<file path="config.mk">
export PLATFORM = sky130hd
export DESIGN_NAME = stream_demux_1xn
export DESIGN_NICKNAME = d
export VERILOG_FILES = /design/src/rtl/stream_demux_1xn.sv
export SDC_FILE = /design/constraint.sdc
export NUM_CORES = 1
export LEC_CHECK = 0
export CAP_MARGIN = 10
export CORE_MARGIN = 3
export CORE_UTILIZATION = 39
export DETAILED_ROUTE_END_ITERATION = 10
export HOLD_SLACK_MARGIN = 0.03
export PLACE_DENSITY = 0.7
export SYNTH_ARGS = -nofsm -noshare
export SYNTH_HDL_FRONTEND = slang
export SYNTH_HIERARCHICAL = 1
export SYNTH_SLANG_ARGS = --single-unit
export TNS_END_PERCENT = 50
</file>
<file path="constraint.sdc">
create_clock -name clk -period 4.6 [get_ports clk]
set_clock_uncertainty 0.05 [all_clocks]
set_input_delay 0.69 -clock clk [delete_from_list [all_inputs] [get_ports clk]]
set_output_delay 0.69 -clock clk [all_outputs]
set_load 0.1 [all_outputs]
</file>
<file path="src/rtl/stream_demux_1xn.sv">
// One-to-N stream demultiplexer: each word is steered by s_sel into a one-deep
// per-channel output register; out-of-range selects are dropped and counted.
module stream_demux_lane #(
    parameter int DW = 8
) (
    input  logic          clk,
    input  logic          rst_n,
    input  logic          load,
    input  logic [DW-1:0] din,
    input  logic          m_ready,
    output logic          full,
    output logic [DW-1:0] data
);
    // Data is zeroed whenever the slot empties, so an idle lane always reads 0.
    always_ff @(posedge clk or negedge rst_n) begin
        if (!rst_n) begin
            full <= 1'b0;
            data <= '0;
        end else if (load) begin
            full <= 1'b1;
            data <= din;
        end else if (full && m_ready) begin
            full <= 1'b0;
            data <= '0;
        end
    end
endmodule

module stream_demux_1xn #(
    parameter int N_OUT = 4,
    parameter int DW    = 8,
    parameter int SW    = 2
) (
    input  logic                clk,
    input  logic                rst_n,
    input  logic                s_valid,
    output logic                s_ready,
    input  logic [DW-1:0]       s_data,
    input  logic [SW-1:0]       s_sel,
    output logic [N_OUT-1:0]    m_valid,
    input  logic [N_OUT-1:0]    m_ready,
    output logic [N_OUT*DW-1:0] m_data,
    output logic                drop_pulse,
    output logic [7:0]          drop_cnt
);
    if (N_OUT < 2 || N_OUT > 16 || (2 ** SW) < N_OUT) begin : g_bad_params
        $error("stream_demux_1xn: need 2 <= N_OUT <= 16 and 2**SW >= N_OUT");
    end

    logic [N_OUT-1:0] full;
    logic [N_OUT-1:0] sel_hit;
    logic [N_OUT-1:0] load;
    logic             in_range;
    logic             sel_ready;
    logic             drop;

    // s_ready depends only on the selected lane's state, never on s_valid.
    always_comb begin
        sel_hit   = '0;
        in_range  = 1'b0;
        sel_ready = 1'b1;
        for (int k = 0; k < N_OUT; k++) begin
            if (s_sel == SW'(k)) begin
                sel_hit[k] = 1'b1;
                in_range   = 1'b1;
                sel_ready  = !full[k] || m_ready[k];
            end
        end
    end

    assign s_ready = sel_ready;
    assign load    = sel_hit & {N_OUT{s_valid && sel_ready}};
    assign drop    = s_valid && !in_range;
    assign m_valid = full;

    for (genvar k = 0; k < N_OUT; k++) begin : g_lane
        stream_demux_lane #(.DW(DW)) u_lane (
            .clk     (clk),
            .rst_n   (rst_n),
            .load    (load[k]),
            .din     (s_data),
            .m_ready (m_ready[k]),
            .full    (full[k]),
            .data    (m_data[k*DW +: DW])
        );
    end

    always_ff @(posedge clk or negedge rst_n) begin
        if (!rst_n) begin
            drop_pulse <= 1'b0;
            drop_cnt   <= 8'd0;
        end else begin
            drop_pulse <= drop;
            if (drop && drop_cnt != 8'hFF)
                drop_cnt <= drop_cnt + 8'd1;
        end
    end
endmodule

</file>
### Word-level counts from Yosys, hierarchy flattened

Index checks and enable logic that the tools add are counted.
W data, S select, Z words.

| cells by class | value |
|---|---|
| bitwise gates (word level) | 1 |
| multiplexer cells | 27 |
| $add $sub $neg | 1 |
| reductions and logical operators | 21 |
| equal/unequal tests | 4 |

Operators by type and width:

| cell | number |
|---|---|
| $mux W8 | 8 |
| $mux W1 | 19 |
| $add A8 B1 Y8 const B | 1 |
| $ne A8 B8 Y1 const B | 1 |
| $reduce_bool A2 Y1 | 4 |
| $logic_and A1 B1 Y1 | 7 |
| $logic_not A1 Y1 | 5 |
| $and A4 B4 Y4 | 1 |
| $eq A2 B2 Y1 const B | 2 |
| $logic_or A1 B1 Y1 | 4 |
| $eq A2 B1 Y1 const B | 1 |
| $logic_not A2 Y1 | 1 |

| storage, ports and cells | value |
|---|---|
| bits in registers | 45 |
| word-level logic and storage cells | 64 |

### Logic depth before layout (Yosys ltp)

Gate-level depths: netlist of run 1.

| logic depth | value |
|---|---|
| depth after elaboration | 9 |
| mapped depth | 5 |
| gate-level depth less buffers | 4 |

### By module

Netlist of run 1, hierarchy kept.

By module, submodules not included:

| module | cells each | instances | area each (um^2) | seq. area each (um^2) |
|---|---|---|---|---|
| stream_demux_lane | 29 | 4 | 372.9 | 225.2 |
| stream_demux_1xn | 34 | 1 | 364.1 | 225.2 |

### Worst setup path after synthesis of run 1

Ideal clock, no wire load.

| timing | value |
|---|---|
| kind | register -> output |
| start | register g_lane[3].u_lane.full |
| end | output s_ready |
| data arrival time | 4.003 ns |
| path slack | -0.143 ns |
| cell stages (with the launch flop) | 3 |
| cells stage by stage | dfrtp_1 -> and4b_1 -> nor4_1 |

| on the way | value |
|---|---|
| cells in the longest elaborated chain, start to end | 3 |

Ends and longest elaborated chain:

| what | line | RTL |
|---|---|---|
| start, declared | 11 | `output logic full,` |
| start signal, assigned | 17 | `full <= 1'b0;` |
| start signal, assigned | 20 | `full <= 1'b1;` |
| start signal, assigned | 23 | `full <= 1'b0;` |
| $logic_not A1 Y1 | 66 | `sel_ready = !full[k] \|\| m_ready[k];` |
| $logic_or A1 B1 Y1 | 66 |  |
| $mux W1 | 63 | `if (s_sel == SW'(k)) begin` |
| end, declared | 37 | `output logic s_ready,` |

No other way between the ends.

### Worst setup path in the final report of run 1

| timing | value |
|---|---|
| start | input s_sel[0] |
| end | output s_ready |

| on the way | value |
|---|---|
| cells in the longest elaborated chain, start to end | 5 |
| elaborated cells between the ends (all ways) | 8 |
| those cells by class | eq/ne (3); mux (4); reduce/logical (1) |

Ends and longest elaborated chain:

| what | line | RTL |
|---|---|---|
| start, declared | 39 | `input logic [SW-1:0] s_sel,` |
| $logic_not A2 Y1 | 63 |  |
| $mux W1 (3 in a row) | 63 |  |
| $mux W1 * | 63 |  |

Every way passes the cells marked *; elsewhere a longest branch is shown, timed or not.

==> results of run 1 <==
## layout make-up
class | instances | area share (%)
flip-flops and latches | 45 | 43.4
multi-input cells | 87 | 25.4
repair buffers | 64 | 24.2
clock buffers | 5 | 2.65
well taps | 52 | 2.51
clock inverters | 3 | 0.964
inverters | 6 | 0.868
## cell usage in the layout, fill, tap and decap left out, types with 2 or more instances in the layout
cell type         n
inv_6             2
a21oi_1           2
nor2b_1          18
and2b_1          16
inv_1             6
clkdlybuf4s50_1  60
buf_4             3
dfrtp_1          45
a21o_1            4
nor4bb_1          2
clkbuf_8          5
a22o_1           32
nand2_1           5
## power by group through the flow
stage               Combinational, mW  Sequential, mW  Clock (mW)
finish                          0.564           0.467       0.260
global route                    0.584           0.473       0.281
CTS                             0.567           0.468       0.269
detailed placement              0.566           0.474           0
global placement                0.560           0.473           0
floorplan                      0.0846           0.807           0
## layer usage
| layer | part of all wire, % | wire [µm] |
|---|---|---|
| met2 | 46 | 2070 |
| met4 | 1.9 | 87 |
| met3 | 6.5 | 296 |
| met5 | 0 | 0 |
| met1 | 46 | 2070 |
## worst reg2reg max path, stage by stage, from the launching register on
cell	delay (ps)
dfrtp_1	430
nor2b_1	160
nor4b_2	570
buf_4	270
and2b_1	190
a22o_1	190
## registers in the layout (all words and copies together) (netlist names)
name / flops
g_lane.u_lane/data: 32
drop_pulse: 1
g_lane.u_lane/full: 4
drop_cnt: 8
## synthesized netlist by cell type
cell,count,area [µm²]
nor4_1,1,6.26
inv_1,6,22.5
and4b_1,1,10.0
clkbuf_1,8,30.0
a22o_1,32,280
a21oi_1,2,10.0
nor4bb_1,2,20.0
nand2_1,5,18.8
nand3b_1,1,7.51
a21o_1,4,30.0
and2b_1,16,120
buf_4,4,30.0
nor4b_1,2,17.5
nor2b_1,18,113
nand3_1,1,5.00
nor3_1,1,5.00
conb_1,1,3.75
dfrtp_1,45,1130
## cells by family (layout without fill, tap and decap cells)
family | Yosys count | after routing | synth area share (%)
AOI/OAI and AO/OA | 38 | 38 | 17.3
buffers and inverters | 18 | 78 | 4.45
DFF | 45 | 45 | 60.7
other | 1 | 1 | 0.202
and+or+nand+nor | 48 | 48 | 17.4
## how the worst max path moves through the flow
stage                                            from                                   end  slack (ps)  cells after the start
floorplan           g_lane[3].u_lane/full$_DFFE_PN0P_                               s_ready        1010                      2
global placement                             s_sel[0]  g_lane[0].u_lane/data[1]$_DFFE_PN0P_        1760                      4
detailed placement                           s_sel[1]  g_lane[1].u_lane/data[6]$_DFFE_PN0P_        1670                      5
CTS                                          s_sel[0]                               s_ready        1760                      4
global route                                 s_sel[1]                               s_ready        1660                      4
finish                                       s_sel[0]                               s_ready        1770                      4
## through the flow
| stage | hold slack (ps) | cells |
|---|---|---|
| global placement | 314 | 253 |
| floorplan | 344 | 150 |
| CTS | 336 | 261 |
| global route | 345 | 262 |
| detailed placement | 314 | 253 |
| finish | 331 | 262 |
==> impl_results.md, run 1 <==
- Count of vias placed by the detailed router: 1358
- Cell at the root of the clock tree: clkbuf_8
- Switching power share of the total: between 40% and 50%
- Routed WL per cell: between 15 and 20 µm
- Slowest cell on crit path: clkdlybuf4s50_1
- Global routing met2 resource utilization: ~26%
- Cell-by-cell listing of the critical path: clkdlybuf4s50_1 > and4b_1 > nor4_2 > buf_4
- Leakage: 1.25 nW
- Hold Crit Class: flop to flop
- CP max FO: 8
- Number of warnings reported in the yosys synthesis log: 6
- Placed inst area: 2490 µm²
- CP Capture Type: primary output
- Largest net degree at the start of global routing: between 40 and 50
- Max-slew headroom at the worst pin: 29.6%
- Clock period minus final worst setup slack: between 2000 and 3000 ps
- Height of the die: 75.0 µm
- Dpl hpwl: approximately 3200 µm
- Fin Setup TNS: 0 ps
- Setup repair after global routing missed its margin: no
- Fmax: ~350 MHz
- Sequential cell area in the final layout: about 1100 µm²
- Insertion delay of the later-clocked pin in the worst-skew pair: roughly 310 ps
- Final-stage net count: ~230
- Register-to-register setup slack: ~2600 ps
- DRC viols: 0
- Count of filler cells inserted in the layout: 366
- Count of buffering cells on the critical path with inverters included: 2
- Number of pins exceeding their max-slew limit in the final report: 0
- Cts-stage hold buffer count: 0
- Detailed Route Iter0 Violations: 98
- Total congestion overflow: 0
- Buffers inserted during post-CTS setup optimization: 0
- Vias per cell: 5.18
- Buffer depth of the longest clock path: 2
- Post-Route Utilization: ~58%
- Result of the run: finished clean
- Logic gate share of total power: a little over two fifths
- Count of unique library cells instantiated by Yosys: 18
- Maximum cell stage delay along the critical path: about 540 ps
- Gr busiest metal: met2
- Area Overhead vs Synth: 39.9%
- Inserted Clock Buffers: 5
- Startpoint class of the critical path: input pin
- Endpoint required time on the critical path: approximately 3900 ps
- Gr usage total: 17.3%
- Relative contribution of sequential cells to total power: a little over a third
- Full die area: between 5000 and 6000 µm²
- Max H-tree Level: 2
- Total Wirelength: ~4500 µm
- Antenna viol nets, final: 0
- Layout cell share with drive strength beyond 1: under 10%
- TritonCTS clock tree: yes
- P per Cell Area: between 400 and 500 nW/µm²
- Transition time at the pin with the least slew margin: 1060 ps
- Capturing point of the worst reg2reg path: g_lane[0].u_lane/data[7]$_DFFE_PN0P_
- Synthesized netlist net count: between 150 and 200
- Number of antenna violations at the first check in global routing: 0
- Horizontal extent of the die: 75.0 µm
- Power after layout: ~1.3 mW
- Arrival @ worst endpoint: between 2000 and 2500 ps
- Global-route wire length before repair: 7080 µm
- Met3 GRT Util: roughly 4.7%
- Count of maximum capacitance violations: 0
- Final design area excluding fillers: ~2600 µm²
- Number of global-route vias before repair: about 1.4k
- Sinks on the clock net: 45
- # IOs: 63
- Post-route worst setup slack: ~1800 ps
- Number of cells traversed by the worst hold path: 0
- Placeable core area: between 4000 and 5000 µm²
- Reg-to-reg startpoint: g_lane[0].u_lane/full$_DFFE_PN0P_
- Post-synthesis sequential area ratio: 60.7%
- Met1 Use GR: 24.3%
- Cell Int Power: a little under 700 µW
- Total count of hold-check failures in the final report: 0
- Area occupied by multi-input gates: around 660 µm²
- Worst supply voltage drop on vdd: roughly 0.29 mV
- Mean Syn Cell Area: between 10 and 15 µm²
- Path depth of the worst reg2reg path: 5
- Proportion of power drawn by the clock network: 20.2%
- Netlist Area Pre-Place: around 1900 µm²
- Number of diodes added for antenna fixing: 0
- DR pass1 iterations: 4
- Critical path start-end classification: input pin to primary output
- Setup-failing EPs final: 0
- Dpl ws: 1670 ps
- Final GP Congestion: 0.753
- Effective utilization at floorplan: approximately 41%
- Worst min-delay path startpoint: drop_cnt[2]$_DFFE_PN0P_
- Clock-pin slew on the worst setup and hold paths: about 90 ps
- Register bit total from synthesis: 45
- Hold Path Sink: drop_cnt[2]$_DFFE_PN0P_
- Share of the cycle needed by the critical path after routing: between 60% and 70%
- Count of cells resized by post-cts repair: 0
- Site row count: 24
- Number of cells produced by synthesis: 150
- Switching Power: approximately 600 µW
- PortBufs: 62
- Dominant delay contributor by cell family on the critical path: buffers and inverters
(Power assumes the default switching activity.)
==> run 2: changes to the inputs <==
- clock period: 4.6 -> 2.91 ns (I/O delays scaled with it)
==> run 2 against run 1 <==
Net effect:
- final cell count grew 0.76%
- highest routed layer unchanged
- die area is the same
- clock-buffer cell count stayed put
- critical path depth unchanged
- sequential share of layout area increased by 0.94 points
- combinational power grew 55%
- register-to-register slack got worse by 1300 ps
- critical path type unchanged
==> impl_results.md, run 2 (synthesized netlist as in run 1, its figures left out) <==
- Critical path start-end classification: input pin to primary output (unchanged)
- Height of the die: 75.0 µm (unchanged)
- Startpoint class of the critical path: input pin (unchanged)
- Gr usage total: 18.1% (was 17.3%)
- Path depth of the worst reg2reg path: 5 (unchanged)
- CP Capture Type: primary output (unchanged)
- Vias per cell: 5.21 (was 5.18)
- Fin Setup TNS: 0 ps (unchanged)
- Cell at the root of the clock tree: clkbuf_8 (unchanged)
- Number of antenna violations at the first check in global routing: 0 (unchanged)
- Number of pins exceeding their max-slew limit in the final report: 0 (unchanged)
- Dpl hpwl: 3420 µm (was 3150 µm)
- Final-stage net count: 228 (was 226)
- Dominant delay contributor by cell family on the critical path: buffers and inverters (unchanged)
- Crit path depth: 4 (unchanged)
- Sinks on the clock net: 45 (unchanged)
- Top library cells by usage in the layout, fill and taps aside: 49 x buf_4, 45 x dfrtp_1, 32 x a22o_1 (was 60 x clkdlybuf4s50_1, 45 x dfrtp_1, 32 x a22o_1)
- Antenna viol nets, final: 0 (unchanged)
- Total congestion overflow: 0 (unchanged)
- Site row count: 24 (unchanged)
- Fmax: around 430 MHz
- Setup-failing EPs final: 0 (unchanged)
- TritonCTS clock tree: yes (unchanged)
- Register bank with the most flops: g_lane.u_lane/data (unchanged)
- Horizontal extent of the die: 75.0 µm (unchanged)
- Gr busiest metal: met2 (unchanged)
- Buffer depth of the longest clock path: 2 (unchanged)
- Number of placed cells counting well taps: 256 (was 253)
- Max FFs per register: 32 (unchanged)
- Maximum cell stage delay along the critical path: 620 ps (was 540 ps)
- Largest net degree at the start of global routing: 46 (unchanged)
- Met1 Use GR: 22.9% (was 24.3%)
- Final GP Congestion: 0.776 (was 0.753)
- Commonest non-fill, non-tap cell in the layout: buf_4 (was clkdlybuf4s50_1)
- Full die area: 5620 µm² (unchanged)
- Routed WL per cell: 18.1 µm (was 17.3 µm)
- Final non-filler cell total: 264 (was 262)
- PortBufs: 62 (unchanged)
- Setup repair after global routing missed its margin: no (unchanged)
- Number of diodes added for antenna fixing: 0 (unchanged)
- DRC viols: 0 (unchanged)
- Total Wirelength: 4770 µm (was 4530 µm)
- Cell-by-cell listing of the critical path: clkdlybuf4s50_1 > nor4bb_1 > nor4_4 > buf_12 (was clkdlybuf4s50_1 > and4b_1 > nor4_2 > buf_4)
- Detailed Route Iter0 Violations: 107 (was 98)
- Count of vias placed by the detailed router: 1376 (was 1358)
- # IOs: 63 (unchanged)
- Max H-tree Level: 2 (unchanged)
- Count of maximum capacitance violations: 0 (unchanged)
- Total count of hold-check failures in the final report: 0 (unchanged)
- Top flop regs: g_lane.u_lane/data x32, drop_cnt x8, g_lane.u_lane/full x4 (unchanged)
- Layout cell share with drive strength beyond 1: 28.8% (was 6.67%)
- Area Overhead vs Synth: 36.9% (was 39.9%)
- Clock-pin slew on the worst setup and hold paths: 90 ps (about the same)
- Count of buffering cells on the critical path with inverters included: 2 (unchanged)
- CP max FO: 8 (unchanged)
- Met3 GRT Util: 4.81% (was 4.67%)
- Inserted Clock Buffers: 5 (unchanged)
- Worst slack on hold paths: 236 ps (was 331 ps)
- Cts-stage hold buffer count: 0 (unchanged)
- Global-route wire length before repair: 7420 µm (was 7080 µm)
- Number of global-route vias before repair: 1446 (was 1364)
- Max-slew headroom at the worst pin: 35.7% (was 29.6%)
- Clock period minus final worst setup slack: 2330 ps
- Share of the cycle needed by the critical path after routing: between 70 and 80%
- Global routing met2 resource utilization: 30.9% (was 25.6%)
- Transition time at the pin with the least slew margin: 964 ps (was 1060 ps)
- Slowest cell on crit path: clkdlybuf4s50_1 (unchanged)
- Worst supply voltage drop on vdd: 0.489 mV (was 0.287 mV)
- Endpoint required time on the critical path: 2420 ps (was 3860 ps)
- Count of cells resized by post-cts repair: 0 (unchanged)
- Hold Crit Class: input pin to asynchronous set/reset pin (was flop to flop)
- Effective utilization at floorplan: 41.5% (unchanged)
- Result of the run: finished clean (unchanged)
- Placeable core area: 4470 µm² (unchanged)
- DR pass1 iterations: 4 (unchanged)
- Arrival @ worst endpoint: 1840 ps (was 2090 ps)
- Leakage: 1.36 nW (was 1.25 nW)
- P per Cell Area: 821 nW/µm² (was 498 nW/µm²)
- Insertion delay of the later-clocked pin in the worst-skew pair: 290 ps (was 310 ps)
- Buffers inserted during post-CTS setup optimization: 0 (unchanged)
[run 2: cell type report]
class,instances,area (µm²)
clock buffers,5,68.8
clock inverters,3,46.3
fillers,375,1930
inverters,6,22.5
multi-input cells,87,668
flip-flops and latches,45,1130
well taps,52,65.1
repair buffers,66,543
[run 2: path summary, 6_finish.rpt]
path	startpoint	to	slack (ps)
max	s_sel[0]	s_ready	580
min	rst_n	g_lane[0].u_lane/data[6]$_DFFE_PN0P_	240
max reg2reg	g_lane[0].u_lane/full$_DFFE_PN0P_	g_lane[0].u_lane/data[6]$_DFFE_PN0P_	1300
min reg2reg	drop_cnt[3]$_DFFE_PN0P_	drop_cnt[3]$_DFFE_PN0P_	330
max in group asynchronous	rst_n	g_lane[1].u_lane/full$_DFFE_PN0P_	1970
min in group clk	drop_cnt[3]$_DFFE_PN0P_	drop_cnt[3]$_DFFE_PN0P_	330
[run 2: power by group]
group          switching (mW)  internal, mW  total [mW]  leakage, nW
combinational           0.669         0.204       0.872        0.712
sequential             0.0456         0.697       0.742        0.592
clock                   0.215         0.257       0.471       0.0543
[run 2: per-stage QoR]
step	area, µm²	total power, mW	setup slack [ps]	utilization (%)
global route	2540	2.17	460	56.8
global placement	2420	1.62	670	54.2
finish	2540	2.09	585	56.8
floorplan	1870	1.41	199	-
CTS	2540	2.10	591	56.8
detailed placement	2420	1.63	598	54.2
[run 2: metal layers]
layer,share of wire (%),wire [µm]
met2,50,2370
met3,7.2,344
met5,0,0
met1,42,2010
met4,1.0,48
